File: config.mk
export PLATFORM = sky130hd
export DESIGN_NAME = prog_loader_flat
export DESIGN_NICKNAME = d
export VERILOG_FILES = /design/src/rtl/prog_loader_if.sv /design/src/rtl/prog_loader.sv /design/src/flat_wrapper.sv
export SDC_FILE = /design/constraint.sdc
export NUM_CORES = 1
export LEC_CHECK = 0
export CORE_MARGIN = 4
export CORE_UTILIZATION = 30
export CTS_BUF_LIST = sky130_fd_sc_hd__clkbuf_4 sky130_fd_sc_hd__clkbuf_8
export CTS_CLUSTER_SIZE = 40
export DETAILED_ROUTE_END_ITERATION = 7
export GPL_ROUTABILITY_DRIVEN = 0
export SLEW_MARGIN = 10
export SYNTH_ARGS = -nofsm -noshare
export SYNTH_HDL_FRONTEND = slang
export SYNTH_SLANG_ARGS = --single-unit
File: constraint.sdc
create_clock -name clk -period 4.26 [get_ports clk]
set_clock_uncertainty 0.15 [all_clocks]
set_input_delay 0.426 -clock clk [delete_from_list [all_inputs] [get_ports clk]]
set_output_delay 0.426 -clock clk [all_outputs]
set_load 0.02 [all_outputs]
File: src/rtl/prog_loader_if.sv
// Program-loader bus: load request, serial byte stream, instruction-memory
// write port and CPU run/status flags.
//   master : drives start/word_count/byte_in/byte_valid (host side)
//   slave  : the loader; drives byte_ready, im_*, cpu_run, busy, done
interface prog_loader_if;
    logic        start;
    logic [7:0]  word_count;
    logic [7:0]  byte_in;
    logic        byte_valid;
    logic        byte_ready;
    logic        im_we;
    logic [15:0] im_addr;
    logic [15:0] im_wdata;
    logic        cpu_run;
    logic        busy;
    logic        done;

    modport master (
        output start, word_count, byte_in, byte_valid,
        input  byte_ready, im_we, im_addr, im_wdata, cpu_run, busy, done
    );

    modport slave (
        input  start, word_count, byte_in, byte_valid,
        output byte_ready, im_we, im_addr, im_wdata, cpu_run, busy, done
    );
endinterface

File: src/rtl/prog_loader.sv
// Serial program loader. Assembles big-endian 16-bit words from a byte
// stream, writes them to instruction memory at consecutive even addresses
// from 0x0000, then enables the CPU pipeline.
//   clk : system clock (rising edge)
//   rst : asynchronous active-high reset
//   bus : prog_loader_if.slave (request, byte stream, IM write port, status)
// All outputs are registered copies of next-state decodes (Moore).
module prog_loader (
    input  logic         clk,
    input  logic         rst,
    prog_loader_if.slave bus
);

    typedef enum logic [2:0] {StIdle, StHi, StLo, StWrite, StRun} state_e;

    state_e      state_q, state_d;
    logic [7:0]  remaining_q;
    logic [7:0]  hi_q;
    logic [7:0]  lo_q;
    logic [7:0]  wd_hi_q;      // high byte frozen for the word being written
    logic [15:0] im_addr_q;
    logic        byte_ready_q;
    logic        im_we_q;
    logic        cpu_run_q;
    logic        busy_q;
    logic        done_q;
    logic        xfer;

    // byte_ready_q is high exactly in HI and LO, so this is the handshake.
    assign xfer = bus.byte_valid & byte_ready_q;

    always_comb begin
        state_d = state_q;
        unique case (state_q)
            StIdle, StRun: begin
                if (bus.start) begin
                    state_d = (bus.word_count == 8'd0) ? StRun : StHi;
                end
            end
            StHi:    if (xfer) state_d = StLo;
            StLo:    if (xfer) state_d = StWrite;
            StWrite: state_d = (remaining_q == 8'd1) ? StRun : StHi;
            default: state_d = StIdle;
        endcase
    end

    always_ff @(posedge clk or posedge rst) begin
        if (rst) begin
            state_q      <= StIdle;
            remaining_q  <= 8'd0;
            hi_q         <= 8'd0;
            lo_q         <= 8'd0;
            wd_hi_q      <= 8'd0;
            im_addr_q    <= 16'd0;
            byte_ready_q <= 1'b0;
            im_we_q      <= 1'b0;
            cpu_run_q    <= 1'b0;
            busy_q       <= 1'b0;
            done_q       <= 1'b0;
        end else begin
            state_q      <= state_d;
            byte_ready_q <= (state_d == StHi) || (state_d == StLo);
            im_we_q      <= (state_d == StWrite);
            cpu_run_q    <= (state_d == StRun);
            busy_q       <= (state_d == StHi) || (state_d == StLo) || (state_d == StWrite);
            // A zero-word restart from RUN re-enters RUN and pulses done again.
            done_q       <= (state_d == StRun) && ((state_q != StRun) || bus.start);

            unique case (state_q)
                StIdle, StRun: begin
                    if (bus.start && (bus.word_count != 8'd0)) begin
                        im_addr_q   <= 16'd0;
                        remaining_q <= bus.word_count;
                    end
                end
                StHi: begin
                    if (xfer) hi_q <= bus.byte_in;
                end
                StLo: begin
                    if (xfer) begin
                        lo_q    <= bus.byte_in;
                        wd_hi_q <= hi_q;
                    end
                end
                StWrite: begin
                    im_addr_q   <= im_addr_q + 16'd2;
                    remaining_q <= remaining_q - 8'd1;
                end
                default: ;
            endcase
        end
    end

    assign bus.byte_ready = byte_ready_q;
    assign bus.im_we      = im_we_q;
    assign bus.im_addr    = im_addr_q;
    assign bus.im_wdata   = {wd_hi_q, lo_q};
    assign bus.cpu_run    = cpu_run_q;
    assign bus.busy       = busy_q;
    assign bus.done       = done_q;

endmodule

File: src/flat_wrapper.sv
// flat-port wrapper written by rule: the top's interface ports become plain ports
module prog_loader_flat 
  (clk, rst, bus_start, bus_word_count, bus_byte_in, bus_byte_valid, bus_byte_ready, bus_im_we, bus_im_addr, bus_im_wdata, bus_cpu_run, bus_busy, bus_done);
  prog_loader_if bus_i ();
  input  logic clk;
  input  logic rst;
  input wire logic [$bits(bus_i.start)-1:0] bus_start;
  input wire logic [$bits(bus_i.word_count)-1:0] bus_word_count;
  input wire logic [$bits(bus_i.byte_in)-1:0] bus_byte_in;
  input wire logic [$bits(bus_i.byte_valid)-1:0] bus_byte_valid;
  output wire logic [$bits(bus_i.byte_ready)-1:0] bus_byte_ready;
  output wire logic [$bits(bus_i.im_we)-1:0] bus_im_we;
  output wire logic [$bits(bus_i.im_addr)-1:0] bus_im_addr;
  output wire logic [$bits(bus_i.im_wdata)-1:0] bus_im_wdata;
  output wire logic [$bits(bus_i.cpu_run)-1:0] bus_cpu_run;
  output wire logic [$bits(bus_i.busy)-1:0] bus_busy;
  output wire logic [$bits(bus_i.done)-1:0] bus_done;
  assign bus_i.start = bus_start;
  assign bus_i.word_count = bus_word_count;
  assign bus_i.byte_in = bus_byte_in;
  assign bus_i.byte_valid = bus_byte_valid;
  assign bus_byte_ready = bus_i.byte_ready;
  assign bus_im_we = bus_i.im_we;
  assign bus_im_addr = bus_i.im_addr;
  assign bus_im_wdata = bus_i.im_wdata;
  assign bus_cpu_run = bus_i.cpu_run;
  assign bus_busy = bus_i.busy;
  assign bus_done = bus_i.done;
  prog_loader u_core (.clk(clk), .rst(rst), .bus(bus_i));
endmodule
After elaboration in Yosys (flattened, before gate mapping)

Index checks and enable logic that the tools add are counted.

Bits in registers: 56
Input bits: 20

Equality and inequality tests: 11
Mux-type cells: 10
Reduce and logical (&&, ||, !) cells: 13
Bitwise logic cells: 1
$add $sub $neg: 2

Operators with widths:

| cell                                             | count |
|---|---|
| one-hot mux 16 bit (2 select lines)              | 1 |
| adder 16 x 2 -> 16 bit, second input constant    | 1 |
| 2-to-1 mux 16 bit                                | 1 |
| one-hot mux 8 bit (2 select lines)               | 1 |
| 2-to-1 mux 3 bit                                 | 5 |
| == test 3 x 2 -> 1 bit, second input constant    | 4 |
| one-hot mux 3 bit (4 select lines)               | 1 |
| == test 8 x 1 -> 1 bit, second input constant    | 1 |
| logical NOT 8 bit                                | 1 |
| 2-to-1 mux 8 bit                                 | 1 |
| nonzero test 8 bit                               | 1 |
| subtractor 8 x 1 -> 8 bit, second input constant | 1 |
| == test 3 x 1 -> 1 bit, second input constant    | 2 |
| == test 3 bit, second input constant             | 2 |
| AND reduction 2 bit                              | 3 |
| logical NOT 3 bit                                | 1 |
| logical OR 1 bit                                 | 3 |
| != test 3 bit, second input constant             | 1 |
| logical AND 1 bit                                | 2 |
| != test 2 x 1 -> 1 bit, second input constant    | 1 |
| nonzero test 2 bit                               | 1 |
| OR reduction 2 bit                               | 1 |
| bitwise AND 1 bit                                | 1 |

Depth between registers and ports, before layout

Gate-level depths: netlist of the first run.

Depth in word-level cells: 7
Depth in mapped cells: 7
Mapped depth without buffers: 5

Worst setup path after synthesis of the first run

Ideal clock, no wire load.

Path kind: reg2reg
From: register u_core.byte_ready_q, in the netlist u_core.bus.byte_ready
To: register u_core.lo_q[0]
Arrival: 1.596 ns
Period minus slack after synthesis: 1.871 ns
Data required time: 3.985 ns
Buffers on the path: 1
Path slack: 2.389 ns
Setup time: 0.125 ns
Stages on the path, launching flop included: 5
Cells stage by stage: dfrtp_1 > nand2_1 > nor3_4 > buf_2 > mux2_2

Longest elaborated chain between the ends: 2

Ends and longest elaborated chain:

| what                                 | RTL line          | text |
|---|---|---|
| from (decl)                          | prog_loader.sv:22 | `logic byte_ready_q;` |
| from (signal assigned)               | prog_loader.sv:62 | `byte_ready_q <= (state_d == StHi) \|\| (state_d == StLo);` |
| bitwise AND 1 bit                    | prog_loader.sv:30 | `assign xfer = bus.byte_valid & byte_ready_q;` |
| AND reduction 2 bit (no source line) | n/a               |  |
| to (signal assigned)                 | prog_loader.sv:81 | `lo_q <= bus.byte_in;` |
| to (decl)                            | prog_loader.sv:19 | `logic [7:0] lo_q;` |

Every way passes these cells.
A chain may end at the register's enable or synchronous reset.

Worst setup path in the final report of the first run

From: input port bus_word_count[1]
To: register u_core.remaining_q[3]

Longest elaborated chain between the ends: 4

Ends and longest elaborated chain:

| what                                    | RTL line          | text |
|---|---|---|
| from (decl)                             | flat_wrapper.sv:8 | `input wire logic [$bits(bus_i.word_count)-1:0] bus_word_count;` |
| nonzero test 8 bit                      | prog_loader.sv:71 | `if (bus.start && (bus.word_count != 8'd0)) begin` |
| logical AND 1 bit                       | prog_loader.sv:71 |  |
| != test 2 x 1 -> 1 bit (no source line) | n/a               |  |
| AND reduction 2 bit (no source line)    | n/a               |  |
| to (signal assigned)                    | prog_loader.sv:73 | `remaining_q <= bus.word_count;` |
| to (signal assigned)                    | prog_loader.sv:87 | `remaining_q <= remaining_q - 8'd1;` |
| to (decl)                               | prog_loader.sv:17 | `logic [7:0] remaining_q;` |

Every way passes these cells.

==> results of run 1 <==
registers in the layout, indices dropped and copies added (netlist names), 3 cells and up:
signal / count
u_core.state_q: 3
u_core.wd_hi_q: 8
u_core.remaining_q: 8
u_core.lo_q: 8
u_core.bus.im_addr: 15
u_core.hi_q: 8
cell usage in the layout, fill, tap and decap left out, types with 2 or more instances in the layout:
cell type | Yosys | layout
a21o_1 | 2 | 2
a21oi_1 | 3 | 3
a31oi_1 | 3 | 3
and2_1 | 2 | 2
and3_1 | 5 | 5
and3b_1 | 2 | 2
and4_1 | 3 | 3
clkbuf_8 | 0 | 5
clkdlybuf4s50_1 | 0 | 55
dfrtp_1 | 55 | 55
ha_1 | 3 | 3
inv_1 | 3 | 2
inv_6 | 0 | 3
mux2_2 | 25 | 25
mux2i_1 | 2 | 2
nand2_1 | 16 | 16
nand3_1 | 14 | 14
nand4_1 | 7 | 7
nor2_1 | 10 | 10
nor3_1 | 6 | 6
nor4_4 | 2 | 2
o211ai_1 | 6 | 6
o21ai_0 | 9 | 9
o31ai_1 | 6 | 6
xor2_1 | 2 | 2
worst max path at each step:
stage          slack, ns                     to         startpoint  cells past startpoint
6_report            1.88  u_core.remaining_q[3]  bus_word_count[1]                      5
5_1_grt             1.72  u_core.remaining_q[3]  bus_word_count[1]                      5
4_1_cts             1.89  u_core.remaining_q[3]  bus_word_count[1]                      5
3_5_place_dp        1.54  u_core.remaining_q[3]  bus_word_count[1]                      5
3_3_place_gp        1.58  u_core.remaining_q[3]  bus_word_count[1]                      5
2_1_floorplan       2.34        u_core.bus.busy                rst                      1
kinds of logic (layout without fill, tap and decap cells):
logic type | Yosys count | after routing | share of synthesized area
AOI/OAI and AO/OA | 37 | 37 | 0.102
xor gates and xnor gates | 2 | 2 | 0.00692
adders and majority gates | 3 | 3 | 0.0148
buffers and inverters | 15 | 67 | 0.0302
DFF | 55 | 55 | 0.544
muxes | 27 | 27 | 0.119
other | 1 | 1 | 0.00148
and+or+nand+nor | 75 | 75 | 0.182
through the flow:
step | hold WS [ns] | utilization | cell area (µm²) | total power (W)
finish | 0.358 | 0.396 | 3250 | 0.00189
global route | 0.386 | 0.396 | 3250 | 0.00203
CTS | 0.362 | 0.396 | 3250 | 0.00192
floorplan | 0.325 | - | 2530 | 0.00131
detailed placement | 0.334 | 0.384 | 3160 | 0.00161
global placement | 0.335 | 0.384 | 3160 | 0.00159
synthesized netlist by cell type, drive strengths merged, types with 3 or more instances:
cell type | number | share of area
dfrtp | 55 | 0.54
mux2 | 25 | 0.11
nand2 | 16 | 0.024
nand3 | 14 | 0.028
nor2 | 10 | 0.015
o21ai | 10 | 0.020
buf | 9 | 0.021
nand4 | 7 | 0.017
nor3 | 7 | 0.018
o211ai | 6 | 0.018
o31ai | 6 | 0.018
and3 | 5 | 0.012
a21oi | 4 | 0.012
a31oi | 3 | 0.0074
and4 | 3 | 0.010
clkbuf | 3 | 0.0044
ha | 3 | 0.015
inv | 3 | 0.0044
worst max-delay path: cells and delay by family:
family / cells / cell delay [ns]
AO/OA/AOI/OAI: 2 / 0.91
buffers and inverters: 1 / 0.46
AND/OR/NAND/NOR: 2 / 0.63
layout make-up:
class | instances | area [µm²]
clock inverters | 3 | 26.3
flip-flops and latches | 55 | 1380
fillers | 809 | 4970
inverters | 3 | 11.3
clock buffers | 5 | 68.8
repair buffers | 56 | 558
multi-input cells | 145 | 1080
well taps | 105 | 131
power by group:
group          switching [W]  leakage, nW  internal, W
clock               0.000185       0.0495     0.000123
combinational       0.000362        0.588     0.000383
sequential          0.000137        0.693     0.000702
total               0.000684         1.33      0.00121
layer usage:
metal  share of wire  GRT usage
met2            0.47      0.175
met3           0.049     0.0327
met1            0.48      0.157
met5               0          0
met4               0     0.0284
==> flow_summary.ini, run 1 <==
[detailed_routing]
firstDrtPassIters = 3
drcViolationCount = 0
drt_iter0_markers = 53
vias = 1825
antenna_left = 0
avgRoutedWirePerCell_um = 14.3
drt-total-wl_mm = 5.32
vias_per_cell = 4.91

[timing]
worstMarginPinSlew_ns = 1.06
maxSlewHeadroom = 0.294
slew_violations = 0
finalSetupViolations = 0
fmax_mhz = 420
rsz0062_at_grt = false
worst_slack_ns = 1.88
finalCriticalPeriod_ns = 2.38
timing.setup.tns_ns = 0
finalCritPeriodShare = 0.559
hold_viol_final = 0

[floorplanning]
die-area_mm2 = 0.00997
die_y_um = 99.9
die_w_um = 99.9
fp.coreArea_mm2 = 0.00822
fp-row-count = 33
pin_count = 57
initial_core_util = 0.308

[critical_path]
worst_setup_path_end_kind = flop
rr_worst_depth = 4
r2r_slack_ns = 2.02
path_cells = clkdlybuf4s50_1 > nor4_4 > a21o_1 > nand2_1 > o221a_1
cp_slowest_cell = a21o_1
cp_max_fo = 21
r2r-start = u_core.state_q[1]
crit_arrival_ns = 2.43
required_ns = 4.31
path_class = input port to flop
slowest_delay_ns = 0.65
r2r_end = u_core.bus.im_addr[14]
critPathLaunchType = input port

[synthesis]
synthArstFlopShare = 1.00
synthesis.nets = 238
synth_cell_types = 43
ys_seq_elements = 55
postSynthCellCount = 215
yosysSeqAreaShare = 0.544
synth_flop_cell = dfrtp_1
yosys_warnings = 0
synth_edf_count = 0
syn_area_per_cell_um2 = 11.8
syn-cell-area_mm2 = 0.00253

[power_and_ir_drop]
p_leak_nw = 1.33
ir_drop_v = 0.000216
power_density_mw_per_mm2 = 582

[cells_and_area]
final_nets = 289
area_growth_pct = 28.4
stdcell_count = 372
diodes = 0
drive_gt1_frac = 0.157

[clock_tree]
cts_resized = 0
post_cts_buffers = 0
tritoncts = yes
root_buffer = clkbuf_8
clock-sinks = 55
holdBufCountCts = 0
clk_latency_ns = 0.30
cts.clk_slew.worst_paths_ns = 0.11
cts_buffer_depth = 2
htreeDepth = 2
cts_buffers = 5

[place]
io_buffer_count = 55
post-place-ws_ns = 1.54
dp.cells = 364
dp_hpwl_mm = 3.68

[grt]
overflow = 0
grtUsageTotal = 0.113
antenna_found_initial = 0
grt_pass1_vias = 1849
grt_pass1_wl_mm = 9.23
grt_max_degree = 51

[min_path]
min_to = u_core.bus.im_addr[11]
hold_depth = 1
min_from = u_core.bus.im_addr[11]
hold_class = flop to flop

[outcome]
outcome = finished clean

[flow_run]
drv_cap = 0
(Power assumes the default switching activity.)
==> inputs of run 2 (changes only) <==
- clock period: 4.26 -> 2.1 ns (I/O delays scaled with it)
==> run 2 against run 1 <==
  * Clock power grew 110%
  * Via count grew 2.2%
  * Global-route usage grew 0.36 points
  * Cell count grew 3.5%
  * Setup slack lost 1.6 ns
  * Combinational power grew 120%
  * Final area grew 4.2%
  * Power grew 110%
  * Worst hold slack lost 0.24 ns
  * First-iteration DRC count grew 49%
  * Utilization grew 1.7 points
==> flow_summary.ini, run 2 (synthesis gave the netlist of run 1 again) <==
[cells_and_area]
final.fill_count = 789
stdcell_count = 385
final_nets = 302
post-route-util = 0.412
final_cell_mix = clkdlybuf4s50_1, dfrtp_1, mux2_2
stdcell_area_mm2 = 0.00339
drive_gt1_frac = 0.196
area_growth_pct = 33.8
largest_reg_flops = 15
diodes = 0

[power_and_ir_drop]
swShare = 0.359
combPwrFrac = 0.421
p_sw_w = 0.00142
clkPwrFrac = 0.159
power_density_mw_per_mm2 = 1170
seqPwrFrac = 0.420
ir_drop_v = 0.000464
p_leak_nw = 1.40
power.internal_w = 0.00255

[detailed_routing]
drcViolationCount = 0
drt-total-wl_mm = 5.50
vias = 1865
avgRoutedWirePerCell_um = 14.3
vias_per_cell = 4.84
met1_length_mm = 2.76
wl_met2_mm = 2.48
antenna_left = 0
firstDrtPassIters = 4
drt_iter0_markers = 79
top_layer_used = met4
dr_wl_met3_um = 226

[clock_tree]
htreeDepth = 2
holdBufCountCts = 0
tritoncts = yes
clk_latency_ns = 0.31
cts_resized = 0
cts_buffer_depth = 2
root_buffer = clkbuf_8
cts.clk_slew.worst_paths_ns = 0.11
clock-sinks = 55
cts_buffers = 5
post_cts_buffers = 0

[grt]
overflow = 0
grtUsageTotal = 0.117
grt_pass1_vias = 1913
antenna_found_initial = 0
grt_pass1_wl_mm = 9.39
grt_max_degree = 31

[critical_path]
crit_arrival_ns = 1.43
worst_setup_path_end_kind = output pin
path_cells = clkdlybuf4s50_1
required_ns = 1.74
slowest_delay_ns = 0.65
worst-path-buf-inv = 1
path_class = flop to output pin
cp_max_fo = 7
crit_family = buffers and inverters
cp_slowest_cell = clkdlybuf4s50_1
critPathLaunchType = flop

[timing]
hold_viol_final = 0
maxSlewHeadroom = 0.629
finalSetupViolations = 0
fmax_mhz = 559
rsz0062_at_grt = false
finalCriticalPeriod_ns = 1.79
worstMarginPinSlew_ns = 0.556
slew_violations = 0
timing.setup.tns_ns = 0
worst_slack_ns = 0.312
finalCritPeriodShare = 0.851

[flow_run]
drv_cap = 0

[place]
post-place-ws_ns = 0.0109
dp_hpwl_mm = 3.95
place_area_mm2 = 0.00329
io_buffer_count = 55
dp.cells = 377

[floorplanning]
die_w_um = 99.9
pin_count = 57
fp.coreArea_mm2 = 0.00822
die-area_mm2 = 0.00997
die_y_um = 99.9
fp-row-count = 33
initial_core_util = 0.308

[outcome]
outcome = finished clean

[min_path]
hold_class = input port to async pin
[run 2: cell count changes in the layout (fill, tap and decap cells not counted)]
cell,change
clkinvlp_4,+1
buf_4,+10
inv_8,+1
inv_6,-2
buf_12,+3
[run 2: worst paths after layout]
| check | endpoint | from | slack (ns) | cells after the start |
|---|---|---|---|---|
| setup / recovery | bus_im_addr[9] | u_core.bus.im_addr[9] | 0.31 | 1 |
| hold / removal | u_core.lo_q[7] | rst | 0.11 | 2 |
| setup reg to reg | u_core.bus.im_addr[14] | u_core.state_q[0] | 0.33 | 4 |
| hold reg to reg | u_core.bus.im_addr[15] | u_core.bus.im_addr[15] | 0.35 | 1 |
| max in group asynchronous | u_core.state_q[1] | rst | 1.12 | 3 |
| min in group clk | u_core.bus.im_addr[15] | u_core.bus.im_addr[15] | 0.35 | 1 |
[run 2: layer usage]
| metal | track usage | vias to the layer above |
|---|---|---|
| li1 | - | 919 |
| met1 | 0.164 | 906 |
| met2 | 0.179 | 38 |
| met3 | 0.0278 | 2 |
| met4 | 0.0357 | 0 |
| met5 | 0 | - |
[run 2: worst register-to-register path: stages, from the launching register on]
cell	delay (ns)
dfrtp_1	0.43
or3b_4	0.39
a21o_1	0.25
mux2_2	0.28
a21o_1	0.17
[run 2: stage by stage]
stage	hold WS, ns	total power (W)
floorplan	0.177	0.00266
global placement	0.334	0.00334
detailed placement	0.328	0.00338
CTS	0.137	0.00404
global route	0.146	0.00425
finish	0.115	0.00397
[run 2: cell type report]
cell class,instances,area [µm²],share of cell area
well taps,105,131,0.0388
clock inverters,3,27.5,0.00813
multi-input cells,145,1080,0.318
clock buffers,5,68.8,0.0203
repair buffers,69,693,0.205
inverters,3,11.3,0.00332
flip-flops and latches,55,1380,0.406
[run 2: power by group through the flow]
stage          clock [W]  combinational, W  sequential, W
2_1_floorplan          0          0.000784        0.00187
3_3_place_gp           0           0.00166        0.00168
3_5_place_dp           0           0.00169        0.00169
4_1_cts         0.000668           0.00169        0.00167
5_1_grt         0.000714           0.00181        0.00173
6_report        0.000632           0.00167        0.00167
